## config.mk

```make
export PLATFORM = sky130hd
export DESIGN_NAME = mul_ctrl
export DESIGN_NICKNAME = d
export VERILOG_FILES = /design/src/rtl/mul_ctrl_pkg.sv /design/src/rtl/mul_result_cache.sv /design/src/rtl/mul_ctrl.sv
export SDC_FILE = /design/constraint.sdc
export NUM_CORES = 1
export LEC_CHECK = 0
export ABC_AREA = 0
export BUFFER_PORTS_ARGS = -buffer_cell sky130_fd_sc_hd__buf_2
export CORE_UTILIZATION = 55
export DETAILED_ROUTE_END_ITERATION = 6
export PLACE_DENSITY = 0.88
export SETUP_SLACK_MARGIN = 0.2
export SLEW_MARGIN = 20
export SYNTH_ARGS = -nofsm -noshare
export SYNTH_HDL_FRONTEND = slang
export SYNTH_SLANG_ARGS = --single-unit
```

## constraint.sdc

```tcl
create_clock -name clk -period 2.8 [get_ports clk]
set_clock_uncertainty 0.2 [all_clocks]
set_input_delay 0.14 -clock clk [delete_from_list [all_inputs] [get_ports clk]]
set_output_delay 0.14 -clock clk [all_outputs]
set_load 0.03 [all_outputs]
```

## src/rtl/mul_ctrl_pkg.sv

```systemverilog
// mul_ctrl_pkg: shared constants for the RV32M multiply controller.
// Holds the operand width, the funct3[1:0] op encodings, the multiplier
// sign-extend mode encodings, the result-half select values, the
// controller FSM state constants, and the op-decode helpers.
package mul_ctrl_pkg;

    localparam int XLEN = 32;

    // funct3[1:0] of the M-extension multiply group
    localparam logic [1:0] OP_MUL    = 2'b00;
    localparam logic [1:0] OP_MULH   = 2'b01;
    localparam logic [1:0] OP_MULHSU = 2'b10;
    localparam logic [1:0] OP_MULHU  = 2'b11;

    // Multiplier sign-extend modes; UNSIGNED_UNSIGNED is the all-zero idle value
    localparam logic [1:0] SIGNED_SIGNED     = 2'b11;
    localparam logic [1:0] UNSIGNED_SIGNED   = 2'b10;
    localparam logic [1:0] UNSIGNED_UNSIGNED = 2'b00;

    // Result half select
    localparam logic HIGH = 1'b1;
    localparam logic LOW  = 1'b0;

    // Controller states
    localparam logic [1:0] ST_IDLE = 2'd0;
    localparam logic [1:0] ST_BUSY = 2'd1;
    localparam logic [1:0] ST_CAPT = 2'd2;

    // MULHSU: rs1 signed, rs2 unsigned
    function automatic logic [1:0] op_sign_mode(input logic [1:0] op);
        case (op)
            OP_MUL, OP_MULH: op_sign_mode = SIGNED_SIGNED;
            OP_MULHSU:       op_sign_mode = UNSIGNED_SIGNED;
            OP_MULHU:        op_sign_mode = UNSIGNED_UNSIGNED;
            default:         op_sign_mode = UNSIGNED_UNSIGNED;
        endcase
    endfunction

    function automatic logic op_word_sel(input logic [1:0] op);
        op_word_sel = (op == OP_MUL) ? LOW : HIGH;
    endfunction

endpackage

```

## src/rtl/mul_result_cache.sv

```systemverilog
// mul_result_cache: one-entry cache of the last completed 64-bit product.
// Ports:
//   clk, rst_n            clock, async active-low reset
//   rs1, rs2, mode        lookup key of the current request
//   is_mul                request is MUL (low half, mode-independent)
//   hit, hit_data         lookup result and the requested half
//   wr_en, wr_hi, wr_data write one half of the product
//   tag_en                commit tag {tag_rs1, tag_rs2, tag_mode} and set valid
module mul_result_cache
    import mul_ctrl_pkg::*;
(
    input  logic            clk,
    input  logic            rst_n,
    input  logic [XLEN-1:0] rs1,
    input  logic [XLEN-1:0] rs2,
    input  logic [1:0]      mode,
    input  logic            is_mul,
    output logic            hit,
    output logic [XLEN-1:0] hit_data,
    input  logic            wr_en,
    input  logic            wr_hi,
    input  logic [XLEN-1:0] wr_data,
    input  logic            tag_en,
    input  logic [XLEN-1:0] tag_rs1,
    input  logic [XLEN-1:0] tag_rs2,
    input  logic [1:0]      tag_mode
);

    logic [XLEN-1:0] hi_q;
    logic [XLEN-1:0] lo_q;
    logic [XLEN-1:0] t_rs1_q;
    logic [XLEN-1:0] t_rs2_q;
    logic [1:0]      t_mode_q;
    logic            valid_q;

    always_ff @(posedge clk or negedge rst_n) begin
        if (!rst_n) begin
            hi_q     <= '0;
            lo_q     <= '0;
            t_rs1_q  <= '0;
            t_rs2_q  <= '0;
            t_mode_q <= UNSIGNED_UNSIGNED;
            valid_q  <= 1'b0;
        end else begin
            if (wr_en) begin
                if (wr_hi) hi_q <= wr_data;
                else       lo_q <= wr_data;
            end
            if (tag_en) begin
                t_rs1_q  <= tag_rs1;
                t_rs2_q  <= tag_rs2;
                t_mode_q <= tag_mode;
                valid_q  <= 1'b1;
            end
        end
    end

    // The low half of the product is the same for every sign mode, so a MUL
    // may hit on an entry produced by any of the high-half ops.
    always_comb begin
        hit      = valid_q && (rs1 == t_rs1_q) && (rs2 == t_rs2_q)
                   && ((mode == t_mode_q) || is_mul);
        hit_data = is_mul ? lo_q : hi_q;
    end

endmodule

```

## src/rtl/mul_ctrl.sv

```systemverilog
// mul_ctrl: EX-stage issue/sequencing controller for the RV32M multiply path.
// Decodes MUL/MULH/MULHSU/MULHU, drives the 4-cycle pipelined multiplier,
// stalls IF..EX until completion and returns the selected half to writeback.
// A one-entry result cache serves the other half of the last product at once.
// Ports:
//   clk, rst_n            core clock, async active-low reset
//   pipe_flush            aborts an in-flight multiply
//   ex_mul_req, ex_mul_op valid multiply in EX and its funct3[1:0]
//   rs1_data, rs2_data    source operands
//   mul_done, mul_res     multiplier completion and selected result half
//   ex_is_mul_inst        multiplier enable
//   ex_word_sel           HIGH selects product[63:32]
//   ex_sign_extend        multiplier sign mode
//   m1, m2                multiplier operands
//   mul_stall             hold IF..EX
//   mul_wb_valid/_data    result to writeback
module mul_ctrl
    import mul_ctrl_pkg::*;
(
    input  logic            clk,
    input  logic            rst_n,
    input  logic            pipe_flush,
    input  logic            ex_mul_req,
    input  logic [1:0]      ex_mul_op,
    input  logic [XLEN-1:0] rs1_data,
    input  logic [XLEN-1:0] rs2_data,
    input  logic            mul_done,
    input  logic [XLEN-1:0] mul_res,
    output logic            ex_is_mul_inst,
    output logic            ex_word_sel,
    output logic [1:0]      ex_sign_extend,
    output logic [XLEN-1:0] m1,
    output logic [XLEN-1:0] m2,
    output logic            mul_stall,
    output logic            mul_wb_valid,
    output logic [XLEN-1:0] mul_wb_data
);

    logic [1:0]      state_q;
    logic [1:0]      state_nxt;
    logic [XLEN-1:0] lat_m1_q;
    logic [XLEN-1:0] lat_m2_q;
    logic [1:0]      lat_mode_q;
    logic            lat_hi_q;

    logic [1:0]      req_mode;
    logic            req_hi;
    logic            req_is_mul;
    logic            issue;

    logic            c_hit;
    logic [XLEN-1:0] c_data;
    logic            c_wr_en;
    logic            c_wr_hi;
    logic            c_tag_en;

    assign req_mode   = op_sign_mode(ex_mul_op);
    assign req_hi     = op_word_sel(ex_mul_op);
    assign req_is_mul = (ex_mul_op == OP_MUL);
    assign issue      = ex_mul_req && !pipe_flush;

    mul_result_cache u_cache (
        .clk      (clk),
        .rst_n    (rst_n),
        .rs1      (rs1_data),
        .rs2      (rs2_data),
        .mode     (req_mode),
        .is_mul   (req_is_mul),
        .hit      (c_hit),
        .hit_data (c_data),
        .wr_en    (c_wr_en),
        .wr_hi    (c_wr_hi),
        .wr_data  (mul_res),
        .tag_en   (c_tag_en),
        .tag_rs1  (lat_m1_q),
        .tag_rs2  (lat_m2_q),
        .tag_mode (lat_mode_q)
    );

    always_comb begin
        state_nxt      = state_q;
        ex_is_mul_inst = 1'b0;
        ex_word_sel    = LOW;
        ex_sign_extend = UNSIGNED_UNSIGNED;
        m1             = '0;
        m2             = '0;
        mul_stall      = 1'b0;
        mul_wb_valid   = 1'b0;
        mul_wb_data    = '0;
        c_wr_en        = 1'b0;
        c_wr_hi        = LOW;
        c_tag_en       = 1'b0;

        case (state_q)
            ST_IDLE: begin
                if (issue) begin
                    if (c_hit) begin
                        mul_wb_valid = 1'b1;
                        mul_wb_data  = c_data;
                    end else begin
                        // Pass operands straight through so the multiplier
                        // starts in the request cycle.
                        ex_is_mul_inst = 1'b1;
                        m1             = rs1_data;
                        m2             = rs2_data;
                        ex_sign_extend = req_mode;
                        ex_word_sel    = req_hi;
                        mul_stall      = 1'b1;
                        state_nxt      = ST_BUSY;
                    end
                end
            end
            ST_BUSY: begin
                ex_is_mul_inst = 1'b1;
                m1             = lat_m1_q;
                m2             = lat_m2_q;
                ex_sign_extend = lat_mode_q;
                ex_word_sel    = lat_hi_q;
                mul_stall      = !mul_done;
                if (pipe_flush) begin
                    state_nxt = ST_IDLE;
                end else if (mul_done) begin
                    mul_wb_valid = 1'b1;
                    mul_wb_data  = mul_res;
                    c_wr_en      = 1'b1;
                    c_wr_hi      = lat_hi_q;
                    state_nxt    = ST_CAPT;
                end
            end
            ST_CAPT: begin
                // Enable drops so the multiplier's counter clears; its sum is
                // held, so flipping the half select reads the other word.
                m1             = lat_m1_q;
                m2             = lat_m2_q;
                ex_sign_extend = lat_mode_q;
                ex_word_sel    = !lat_hi_q;
                mul_stall      = ex_mul_req;
                c_wr_en        = 1'b1;
                c_wr_hi        = !lat_hi_q;
                c_tag_en       = 1'b1;
                state_nxt      = ST_IDLE;
            end
            default: state_nxt = ST_IDLE;
        endcase

        // Outputs are forced to zero while reset is held, independent of
        // whatever request is presented during reset.
        if (!rst_n) begin
            ex_is_mul_inst = 1'b0;
            ex_word_sel    = LOW;
            ex_sign_extend = UNSIGNED_UNSIGNED;
            m1             = '0;
            m2             = '0;
            mul_stall      = 1'b0;
            mul_wb_valid   = 1'b0;
            mul_wb_data    = '0;
        end
    end

    always_ff @(posedge clk or negedge rst_n) begin
        if (!rst_n) begin
            state_q <= ST_IDLE;
        end else begin
            state_q <= state_nxt;
        end
    end

    // Operand latches load only on the IDLE-to-BUSY transition.
    always_ff @(posedge clk or negedge rst_n) begin
        if (!rst_n) begin
            lat_m1_q   <= '0;
            lat_m2_q   <= '0;
            lat_mode_q <= UNSIGNED_UNSIGNED;
            lat_hi_q   <= LOW;
        end else if (state_q == ST_IDLE && issue && !c_hit) begin
            lat_m1_q   <= rs1_data;
            lat_m2_q   <= rs2_data;
            lat_mode_q <= req_mode;
            lat_hi_q   <= req_hi;
        end
    end

endmodule

```

==> reports/results.ini <==
[yosys]
ys_seq_area_share_pct = 49.8
synth_area_leaders = dfrtp_1, mux2_2, a22o_1
ys_ff_latch = 200
synthTopCellsByCount = dfrtp_1, mux2_2, a22o_1, xnor2_1, nand2_1
synthesis.instances = 776
avgSynthCellArea_um2 = 12.9
ys_warn_count = 0
netlist.area_leader.share_pct = 49.8
async_reset_ff_share_pct = 100
yosysMostFrequentCell = dfrtp_1
synth-main-ff-cell = dfrtp_1
yosysTopAreaCell = dfrtp_1
synth_nets = 883
synth_edf_count = 0
synth_area_mm2 = 0.0100
synth_cell_types = 44

[global_routing]
grt_pass1_wl_mm = 47.3
grt_antenna_before_repair = 0
grt_overflow = 0
grt.total_usage_pct = 33.9
grt_max_degree = 119
grt_pass1_vias = 8488

[final_layout]
syn_to_final_growth_pct = 47.7
num-nets-final = 1210
layout-drive-gt1-share_pct = 48.1
layoutNonFillerInstCount = 1345
fin_util_pct = 82.9
num-fill-cells = 812
diodes = 0

[timing]
hold_violations = 2
fmax_mhz = 306
maxSlewHeadroom_pct = 54.6
whs_ns = -0.00146
post-route-min-period_ns = 3.27
setup_slack_ns = -0.472
finalCritPeriodShare_pct = 117
rsz0062_at_grt = true
tightest_slew_ns = 0.681
slew_viol_final = 0
finalSetupViolations = 170

[place]
place_inst = 1182
dpl.hpwl_mm = 16.0
place_congestion = 0.862
dpl_worst_slack_ns = 0.0226
port_buffers = 204

[drt]
avgViaCountPerCell = 6.28
drt-initial-drc-count = 675
vias = 8449
drc = 0
dr.pass1.iters = 7
wl_mm = 35.1
post_drt_wl_per_cell_um = 26.1
postRouteAntennaNets = 0

[power]
leakagePower_nw = 6.67
irDropWorstVdd_uv = 698
power.density_mw_per_mm2 = 1040

[die]
io_pins = 205
core_region_area_mm2 = 0.0179
dieHeight_um = 137
start_util_pct = 56.1
num_rows = 49
die-area_mm2 = 0.0188
fp.dieW_um = 137

[hold_path]
hp-class = in -> async

[setup_path]
crit_path_start_kind = register
critical_path_class = reg -> out
critPathMaxFanout = 5
critPathArrivalTime_ns = 2.93
required_ns = 2.46
crit_path_end_kind = output pin

[clock_tree]
clk_pin_slew_ns = 0.07
clk_latency_ns = 0.44
clock-sinks = 200
clockBufferDepth = 2
numCtsBuffers = 17
h-tree-depth = 4
clk_root_buffer_cell = clkbuf_16
cts_tree = built

[outcome]
outcome = finished with violations
violations = negative hold slack, negative setup slack

[job]
max-cap-violations = 0

==> registers in the layout, summed over array words and instances, names as in the netlist, 2 cells and up <==
| register | cells |
|---|---|
| lat_m1_q | 32 |
| lat_m2_q | 32 |
| u_cache.hi_q | 32 |
| u_cache.lo_q | 32 |
| u_cache.t_rs1_q | 32 |
| u_cache.t_rs2_q | 32 |
| lat_mode_q | 2 |
| state_q | 2 |
| u_cache.t_mode_q | 2 |
==> critical path, stage by stage (launching register included) <==
cell and delay, ns:
dfrtp_1 0.43, xnor2_2 0.21, nand4_1 0.25, nor4_2 0.37, nand3_1 0.20, or2_4 0.35
buf_12 0.15, buf_16 0.14, o31ai_4 0.22, buf_6 0.18
==> final timing paths <==
kind | startpoint | slack [ns] | depth (start not counted) | to
min in group clk | ex_mul_op[1] | 0.06 | 3 | lat_hi_q
max reg2reg | u_cache.t_rs1_q[29] | -0.35 | 10 | lat_m2_q[10]
max | u_cache.t_rs1_q[24] | -0.47 | 9 | mul_wb_data[2]
min reg2reg | u_cache.hi_q[26] | 0.31 | 1 | u_cache.hi_q[26]
max in group asynchronous | rst_n | 0.79 | 4 | u_cache.hi_q[1]
min | rst_n | -0.001 | 2 | lat_hi_q
==> logic make-up after synthesis <==
| logic type | count (synthesis) | synth area share, % |
|---|---|---|
| AO/OA/AOI/OAI | 121 | 11.2 |
| adder cells (fa/ha/maj) | 4 | 0.498 |
| flip-flops | 200 | 49.8 |
| buffers and inverters | 58 | 2.89 |
| AND/OR/NAND/NOR | 107 | 5.33 |
| multiplexers | 229 | 25.3 |
| XOR/XNOR | 57 | 4.97 |
==> what timing repair did <==
item	in CTS	in global routing
hold buffers	102	0
cloned	11	2
setup buffers	7	9
resized for setup	230	91
pin swaps	22	7
setup endpoints to repair	168	179
endpoints found under the hold margin	278	0
==> final cells by class <==
type | count | area [um2] | share of cell area (%)
multi-input cells | 518 | 5330 | 35.9
flip-flops and latches | 200 | 5000 | 33.7
repair buffers | 357 | 3540 | 23.9
clock buffers | 19 | 443 | 2.99
well taps | 229 | 287 | 1.93
clock inverters | 13 | 191 | 1.29
inverters | 9 | 33.8 | 0.228
==> metrics by stage <==
step / hold slack [ns] / area, um2 / TNS, ns / total power (W)
floorplan: -0.356 / 10000 / 0 / 0.00904
global placement: -0.130 / 11500 / 0 / 0.0103
detailed placement: -0.129 / 11500 / 0 / 0.0106
CTS: 0.0146 / 14300 / -27.68 / 0.0143
global route: 0.0353 / 14800 / -68.85 / 0.0159
finish: -0.00146 / 14800 / -59.11 / 0.0154
==> placed cells by master (no fill, tap or decap), types with 4 or more instances in the layout <==
| master | synthesis | final |
|---|---|---|
| o31ai_2 | 29 | 12 |
| buf_12 | 0 | 17 |
| xnor2_1 | 56 | 50 |
| buf_6 | 3 | 94 |
| xnor2_2 | 0 | 6 |
| mux2i_1 | 33 | 33 |
| nand2b_1 | 14 | 14 |
| buf_2 | 7 | 101 |
| inv_1 | 9 | 9 |
| buf_16 | 0 | 12 |
| nor4_1 | 7 | 6 |
| clkbuf_16 | 0 | 19 |
| buf_4 | 11 | 26 |
| a22o_1 | 66 | 65 |
| dlygate4sd3_1 | 0 | 102 |
| nor3_1 | 5 | 5 |
| nand3_1 | 7 | 7 |
| bufinv_16 | 0 | 4 |
| mux2_4 | 0 | 66 |
| o31ai_4 | 0 | 20 |
| nand4_1 | 15 | 15 |
| nor2_1 | 5 | 4 |
| a21oi_1 | 5 | 4 |
| mux2_2 | 184 | 130 |
| inv_6 | 0 | 4 |
| dfrtp_1 | 200 | 200 |
| nand2_1 | 45 | 44 |
==> power breakdown <==
| part | internal, W | total (W) | switching (W) |
|---|---|---|---|
| Clock | 0.00153 | 0.00270 | 0.00116 |
| Combinational | 0.00375 | 0.00711 | 0.00336 |
| Sequential | 0.00435 | 0.00557 | 0.00123 |
| Total | 0.00963 | 0.0154 | 0.00575 |
==> routing by layer <==
metal / wire length [um] / share of wire (%) / vias to the layer above / GRT usage, %
met5: 0 / 0 / - / 0
met4: 1630 / 4.6 / 0 / 14.5
met3: 2470 / 7.0 / 143 / 7.22
met2: 18000 / 51 / 475 / 59.1
met1: 13000 / 37 / 4325 / 40.3
li1: - / - / 3506 / -
No activity file was read; power rests on OpenSTA's default activity.
